--- src/rtl/uart_rx_buffer_if.sv ---
// uart_rx_buffer_if: UART-chip side and CPU-side signals of the receive buffer.
// slave modport is the buffer's view; master is the view of whatever drives it.
interface uart_rx_buffer_if #(
  parameter int unsigned DEPTH_LOG2 = 4
);
  localparam int unsigned CNT_W = DEPTH_LOG2 + 1;

  // UART chip / ram1 bus side
  logic             data_ready;
  logic             rdn;
  logic             bus_req;
  logic             bus_grant;
  logic [7:0]       uart_data;
  // CPU memory-stage side
  logic             pop;
  logic [7:0]       rx_data;
  logic             rx_valid;
  logic [CNT_W-1:0] count;
  logic             overflow;
  logic             clr_overflow;

  modport slave (
    input  data_ready, bus_grant, uart_data, pop, clr_overflow,
    output rdn, bus_req, rx_data, rx_valid, count, overflow
  );

  modport master (
    output data_ready, bus_grant, uart_data, pop, clr_overflow,
    input  rdn, bus_req, rx_data, rx_valid, count, overflow
  );
endinterface

--- src/rtl/uart_rx_buffer.sv ---
// uart_rx_buffer: reads bytes from the external UART chip over the shared ram1
// bus and queues them in a first-word-fall-through FIFO for the CPU.
// Optional feature macro: UART_RX_DROP_EN -- when defined, a byte arriving while
// the FIFO is full is still read (clearing the chip), discarded, and flagged in
// the sticky overflow bit. When undefined the block applies backpressure and
// leaves the byte in the chip; overflow then stays 0.
module uart_rx_buffer #(
  parameter int unsigned DEPTH_LOG2 = 4,
  parameter int unsigned RD_PULSE   = 2
) (
  input  logic            clk,
  input  logic            rst,
  uart_rx_buffer_if.slave bus
);

  localparam int unsigned DEPTH = 1 << DEPTH_LOG2;
  localparam int unsigned CNT_W = DEPTH_LOG2 + 1;
  localparam int unsigned PW    = (RD_PULSE > 1) ? $clog2(RD_PULSE) : 1;

  typedef enum logic [1:0] {IDLE, REQ, STROBE, RELEASE} state_e;

  logic                  sync1_q, dr_s_q;
  state_e                state_q, state_d;
  logic [PW-1:0]         pcnt_q, pcnt_d;
  logic                  rdn_q, rdn_d;
  logic                  bus_req_q, bus_req_d;
  logic                  push_c;
  logic                  pop_fire_c;
  logic                  full_c;
  logic [7:0]            mem_q [DEPTH];
  logic [DEPTH_LOG2-1:0] wr_ptr_q, wr_ptr_d;
  logic [DEPTH_LOG2-1:0] rd_ptr_q, rd_ptr_d;
  logic [CNT_W-1:0]      count_q, count_d;
  logic [7:0]            rx_data_q, rx_data_d;
  logic                  rx_valid_q, rx_valid_d;
  logic                  overflow_q, overflow_d;

  assign pop_fire_c = bus.pop & rx_valid_q;
  assign full_c     = (count_q == CNT_W'(DEPTH));

  // Two-flop synchronizer for the asynchronous data_ready
  always_ff @(posedge clk or negedge rst) begin
    if (!rst) begin
      sync1_q <= 1'b0;
      dr_s_q  <= 1'b0;
    end else begin
      sync1_q <= bus.data_ready;
      dr_s_q  <= sync1_q;
    end
  end

  // FSM and strobe-control registers
  always_ff @(posedge clk or negedge rst) begin
    if (!rst) begin
      state_q   <= IDLE;
      pcnt_q    <= '0;
      rdn_q     <= 1'b1;
      bus_req_q <= 1'b0;
    end else begin
      state_q   <= state_d;
      pcnt_q    <= pcnt_d;
      rdn_q     <= rdn_d;
      bus_req_q <= bus_req_d;
    end
  end

`ifdef UART_RX_DROP_EN
  logic drop_c;
`endif

  // Next-state logic: bus request, rdn strobe, and sampling of the byte
  always_comb begin
    state_d   = state_q;
    pcnt_d    = pcnt_q;
    rdn_d     = 1'b1;
    bus_req_d = 1'b0;
    push_c    = 1'b0;
`ifdef UART_RX_DROP_EN
    drop_c    = 1'b0;
`endif
    case (state_q)
      IDLE: begin
`ifdef UART_RX_DROP_EN
        if (dr_s_q) begin
          state_d   = REQ;
          bus_req_d = 1'b1;
        end
`else
        if (dr_s_q && !full_c) begin
          state_d   = REQ;
          bus_req_d = 1'b1;
        end
`endif
      end
      REQ: begin
        bus_req_d = 1'b1;
        if (bus.bus_grant) begin
          state_d = STROBE;
          rdn_d   = 1'b0;
          pcnt_d  = PW'(RD_PULSE - 1);
        end
      end
      STROBE: begin
        // A grant dropped mid-strobe is ignored; the read always completes.
        if (pcnt_q == '0) begin
          state_d = RELEASE;
`ifdef UART_RX_DROP_EN
          if (full_c && !pop_fire_c) drop_c = 1'b1;
          else                       push_c = 1'b1;
`else
          // Entry to REQ required space and only pops happen meanwhile.
          push_c = 1'b1;
`endif
        end else begin
          pcnt_d    = pcnt_q - PW'(1);
          rdn_d     = 1'b0;
          bus_req_d = 1'b1;
        end
      end
      RELEASE: begin
        // Wait for the chip to drop data_ready so the same byte is not re-read
        if (!dr_s_q) state_d = IDLE;
      end
      default: state_d = IDLE;
    endcase
  end

  // FIFO pointer/count update and registered head-of-queue output
  always_comb begin
    wr_ptr_d = wr_ptr_q;
    rd_ptr_d = rd_ptr_q;
    count_d  = count_q;
    if (push_c)     wr_ptr_d = wr_ptr_q + DEPTH_LOG2'(1);
    if (pop_fire_c) rd_ptr_d = rd_ptr_q + DEPTH_LOG2'(1);
    if (push_c && !pop_fire_c)      count_d = count_q + CNT_W'(1);
    else if (!push_c && pop_fire_c) count_d = count_q - CNT_W'(1);
    rx_valid_d = (count_d != '0);
    rx_data_d  = rx_data_q;
    if (count_d != '0) begin
      // New head is the byte being written when the queue was otherwise empty
      if (push_c && (rd_ptr_d == wr_ptr_q)) rx_data_d = bus.uart_data;
      else                                  rx_data_d = mem_q[rd_ptr_d];
    end
  end

  // FIFO storage (no reset needed; reads are gated by count)
  always_ff @(posedge clk) begin
    if (push_c) mem_q[wr_ptr_q] <= bus.uart_data;
  end

  // FIFO control and output registers
  always_ff @(posedge clk or negedge rst) begin
    if (!rst) begin
      wr_ptr_q   <= '0;
      rd_ptr_q   <= '0;
      count_q    <= '0;
      rx_data_q  <= '0;
      rx_valid_q <= 1'b0;
    end else begin
      wr_ptr_q   <= wr_ptr_d;
      rd_ptr_q   <= rd_ptr_d;
      count_q    <= count_d;
      rx_data_q  <= rx_data_d;
      rx_valid_q <= rx_valid_d;
    end
  end

`ifdef UART_RX_DROP_EN
  // Sticky lost-byte flag; a drop on the same edge as a clear wins
  assign overflow_d = drop_c | (overflow_q & ~bus.clr_overflow);
`else
  logic unused_clr;
  assign unused_clr = bus.clr_overflow;
  assign overflow_d = 1'b0;
`endif

  // Overflow register
  always_ff @(posedge clk or negedge rst) begin
    if (!rst) overflow_q <= 1'b0;
    else      overflow_q <= overflow_d;
  end

  assign bus.rdn      = rdn_q;
  assign bus.bus_req  = bus_req_q;
  assign bus.rx_data  = rx_data_q;
  assign bus.rx_valid = rx_valid_q;
  assign bus.count    = count_q;
  assign bus.overflow = overflow_q;

endmodule
--- src/flat_wrapper.sv ---
// flat-port wrapper written by rule: the top's interface ports become plain ports
module uart_rx_buffer_flat 
#(
  parameter int unsigned DEPTH_LOG2 = 4,
  parameter int unsigned RD_PULSE   = 2
)
  (clk, rst, bus_data_ready, bus_bus_grant, bus_uart_data, bus_pop, bus_clr_overflow, bus_rdn, bus_bus_req, bus_rx_data, bus_rx_valid, bus_count, bus_overflow);
  uart_rx_buffer_if #(.DEPTH_LOG2(DEPTH_LOG2)) bus_i ();
  input  logic clk;
  input  logic rst;
  input wire logic [$bits(bus_i.data_ready)-1:0] bus_data_ready;
  input wire logic [$bits(bus_i.bus_grant)-1:0] bus_bus_grant;
  input wire logic [$bits(bus_i.uart_data)-1:0] bus_uart_data;
  input wire logic [$bits(bus_i.pop)-1:0] bus_pop;
  input wire logic [$bits(bus_i.clr_overflow)-1:0] bus_clr_overflow;
  output wire logic [$bits(bus_i.rdn)-1:0] bus_rdn;
  output wire logic [$bits(bus_i.bus_req)-1:0] bus_bus_req;
  output wire logic [$bits(bus_i.rx_data)-1:0] bus_rx_data;
  output wire logic [$bits(bus_i.rx_valid)-1:0] bus_rx_valid;
  output wire logic [$bits(bus_i.count)-1:0] bus_count;
  output wire logic [$bits(bus_i.overflow)-1:0] bus_overflow;
  assign bus_i.data_ready = bus_data_ready;
  assign bus_i.bus_grant = bus_bus_grant;
  assign bus_i.uart_data = bus_uart_data;
  assign bus_i.pop = bus_pop;
  assign bus_i.clr_overflow = bus_clr_overflow;
  assign bus_rdn = bus_i.rdn;
  assign bus_bus_req = bus_i.bus_req;
  assign bus_rx_data = bus_i.rx_data;
  assign bus_rx_valid = bus_i.rx_valid;
  assign bus_count = bus_i.count;
  assign bus_overflow = bus_i.overflow;
  uart_rx_buffer #(.DEPTH_LOG2(DEPTH_LOG2), .RD_PULSE(RD_PULSE)) u_core (.clk(clk), .rst(rst), .bus(bus_i));
endmodule
--- config.mk ---
export PLATFORM = sky130hd
export DESIGN_NAME = uart_rx_buffer_flat
export DESIGN_NICKNAME = d
export VERILOG_FILES = /design/src/rtl/uart_rx_buffer_if.sv /design/src/rtl/uart_rx_buffer.sv /design/src/flat_wrapper.sv
export SDC_FILE = /design/constraint.sdc
export NUM_CORES = 1
export LEC_CHECK = 0
export CAP_MARGIN = 20
export CORE_ASPECT_RATIO = 0.75
export CORE_UTILIZATION = 29
export DETAILED_ROUTE_END_ITERATION = 6
export HOLD_SLACK_MARGIN = 0.08
export PLACE_DENSITY = 0.52
export SYNTH_ARGS = -nofsm -noshare
export SYNTH_HDL_FRONTEND = slang
export SYNTH_SLANG_ARGS = --single-unit
--- constraint.sdc ---
create_clock -name clk -period 2.8 [get_ports clk]
set_input_delay 0.56 -clock clk [delete_from_list [all_inputs] [get_ports clk]]
set_output_delay 0.56 -clock clk [all_outputs]
set_load 0.02 [all_outputs]
==> results.tsv <==
stage	metric	value	unit
synth	YS warnings	0	
critical_path	crit end category	flip-flop	
clock_tree	clock buffer count from CTS	17	
critical_path	Critical Path RT	3.11	ns
die	core box area	26200	sq um
hold_path	Hold Crit Endpoint	u_core.dr_s_q	
global_routing	largest net degree at the start of global routing	58	
timing	measured slew at the worst slew-check pin	0.651	ns
cells_and_area	P&R area growth vs syn	21.5	%
global_routing	grt ovf	0	
placement	dpl hpwl	14000	um
clock_tree	CTS Sinks	157	
synth	Synth Instances	582	
synth	Synth Net Count	609	
die	Die X	191	um
global_routing	gr usage total	15.3	%
critical_path	R2R Setup Slk	0.19	ns
synth	top_reg_cell synth	edfxtp_1	
synth	Avg Inst Size Synth	13.4	sq um
placement	I/O Buffers	28	
timing	final critical-path required period	2.61	ns
critical_path	max incr delay on CP	0.50	ns
clock_tree	# hold bufs at CTS	0	
clock_tree	clock-pin transition on the worst setup and hold timing paths	0.07	ns
critical_path	Crit Reg-Reg Endpoint	u_core.bus.rx_data[6]	
synth	Post-synth EDFFs	128	
global_routing	initial antenna violation count	0	
synth	Mapped Area	7800	sq um
run	Max Cap Viol	0	
critical_path	CP top delay family	compound AO/OA/AOI/OAI gates	
critical_path	origin of the critical flop-to-flop path	u_core.rd_ptr_q[0]	
die	num rows	51	
cells_and_area	Final Util	36.2	%
critical_path	CP max FO	17	
clock_tree	buffer count from post-CTS setup fixing	0	
hold_path	min-delay src	u_core.sync1_q	
clock_tree	largest buffer count on any clock path	2	
cells_and_area	Diodes inserted	0	
critical_path	Reg2Reg Depth	9	
outcome	status	finished clean	
timing	RSZ-0062 raised after global routing	no	
synth	register area share after synthesis	58.6	%
die	# IOs	31	
hold_path	worst hold path class	flip-flop to flip-flop	
clock_tree	CTS tree	done	
synth	post-synth top area share	49.3	%
critical_path	CP Buf/Inv Count	2	
timing	ratio of final minimum period to clock period	93.4	%
global_routing	vias in the first global route	5272	
synth	Post-synth top cells	128 x edfxtp_1, 128 x mux2i_1, 60 x o22ai_1	
synth	post-synth top area cell	edfxtp_1	
synth	Synth cell types	54	
critical_path	Worst Path Arrival	2.92	ns
timing	final hold vios	0	
critical_path	slowest stage cell, crit path	dfrtp_4	
critical_path	CP Cell Sequence	ha_1, nand3_1, buf_4, o22ai_1, nor4_2, a311oi_1, o31ai_1, buf_4, mux2i_1	
clock_tree	clock root cell	clkbuf_16	
timing	WHS	0.350	ns
pwr	PD cells	1110	nW/um^2
route	Routed WL	19900	um
route	drt pass-1 iters	4	
route	wire length per cell	19.9	um
cells_and_area	nets	672	
route	# DRC	0	
timing	endpoints failing setup	0	
critical_path	Crit Path Class	flip-flop to flip-flop	
die	total die area	27600	sq um
route	vias per cell	5.12	
timing	f_max	383	MHz
timing	relative slew slack	56.4	%
placement	routability cong.	0.822	
critical_path	startpoint types	flip-flop	
route	antenna-violating nets left	0	
die	Die Y-Extent	144	um
die	initial core utilization	29.8	%
timing	fin. max-slew vios	0	
pwr	Leak	3.63	nW
cells_and_area	fraction of layout cells with a size suffix above 1	15.8	%
route	via count	5131	
timing	TNS Setup	0	ns
global_routing	global-route wire length before repair	30400	um
timing	Clock Skews	0.0127	ns
synth	asr flop ratio synth	18.5	%
pwr	maximum VDD drop	500	uV
critical_path	CP dominant cell by count	buf_4	
synth	largest cells by area after synthesis	edfxtp_1 49%, mux2i_1 16%, dfrtp_1 9.0%	
clock_tree	Worst-Skew Late Latency	0.43	ns
clock_tree	htree depth	4	
route	initial DRC count	425	
synth	Yosys reg bits	157	
hold_path	Worst Hold Depth	0	
-- worst max-delay path by stage --
| stage | from | to | slack [ns] | cells after the start |
|---|---|---|---|---|
| floorplan | u_core.state_q[0] | u_core.bus.rx_data[0] | 0.46 | 10 |
| global placement | bus_pop | u_core.bus.rx_data[6] | -0.27 | 9 |
| detailed placement | bus_pop | u_core.bus.rx_data[6] | -0.27 | 9 |
| CTS | u_core.rd_ptr_q[0] | u_core.bus.rx_data[6] | 0.12 | 9 |
| global route | u_core.rd_ptr_q[0] | u_core.bus.rx_data[6] | 0.05 | 9 |
| finish | u_core.rd_ptr_q[0] | u_core.bus.rx_data[6] | 0.19 | 9 |
-- report_power, final --
part,switching [mW],internal (mW)
registers,0.220,2.77
logic,2.66,2.20
clock network,1.01,1.62
total,3.90,6.60
-- per-layer routing --
layer	track usage, %	vias to the layer above	routed length, um
met2	24.0	116	9330
met3	2.89	11	1460
met1	21.1	2611	8900
met4	5.60	0	229
met5	0	-	0
li1	-	2393	-
-- worst register-to-register path: stages, from the launching register on --
cell,delay [ns]
dfrtp_4,0.50
ha_1,0.31
nand3_1,0.16
buf_4,0.30
o22ai_1,0.15
nor4_2,0.33
a311oi_1,0.10
o31ai_1,0.41
buf_4,0.18
mux2i_1,0.05
-- sequential cells by signal, summed over array words and instances (netlist names) --
signal,flops
u_core.state_q,2
u_core.bus.bus_req,1
u_core.bus.rx_valid,1
u_core.pcnt_q,1
u_core.mem_q,128
u_core.bus.rdn,1
u_core.bus.count,5
u_core.wr_ptr_q,4
u_core.rd_ptr_q,4
u_core.sync1_q,1
u_core.dr_s_q,1
u_core.bus.rx_data,8
-- stage by stage --
stage / instance area (sq um) / instances / worst slack [ns] / power [mW]
final: 9480 / 1002 / 0.186 / 10.5
after global routing: 9480 / 1002 / 0.0504 / 11.1
after CTS: 9470 / 1002 / 0.115 / 10.5
after detailed placement: 8800 / 970 / -0.268 / 7.91
after global placement: 8800 / 970 / -0.273 / 7.80
after floorplan: 7800 / 582 / 0.456 / 6.06
-- cell families (layout without fill, tap and decap cells) --
| family | count (synthesis) | after routing | synth area share, % |
|---|---|---|---|
| multiplexers | 132 | 132 | 17.6 |
| buffers and inverters | 52 | 128 | 3.05 |
| AO/OA/AOI/OAI | 107 | 107 | 9.38 |
| AND/OR/NAND/NOR | 108 | 108 | 7.56 |
| adder cells (fa/ha/maj) | 13 | 13 | 2.09 |
| XOR/XNOR | 12 | 12 | 1.70 |
| other | 1 | 1 | 0.0481 |
| flip-flops | 157 | 157 | 58.6 |
-- final cells by class --
class	instances	area (sq um)
Sequential cell	157	4570
Tap cell	344	430
Fill cell	2504	16700
Multi-Input combinational cell	373	3000
Timing Repair Buffer	80	746
Clock inverter	15	246
Clock buffer	17	425
Inverter	16	60.1
-- cells in the final DEF (no fill, tap or decap), types with 13 or more instances in the layout --
cell type          n
and2_1            18
clkbuf_16         17
o22ai_1           60
nor4_1            14
buf_4             46
mux2i_1          128
ha_1              13
dfrtp_1           27
nand2_1           21
inv_1             15
nor2_1            18
clkdlybuf4s50_1   28
edfxtp_1         128
a211oi_1          15
-- what timing repair did --
item / 4_1_cts / 5_1_grt
hold endpoints to repair: 0 / 0
gates resized for setup: 0 / 1
setup endpoints to repair: 0 / 1
No activity file was read; power rests on OpenSTA's default activity.
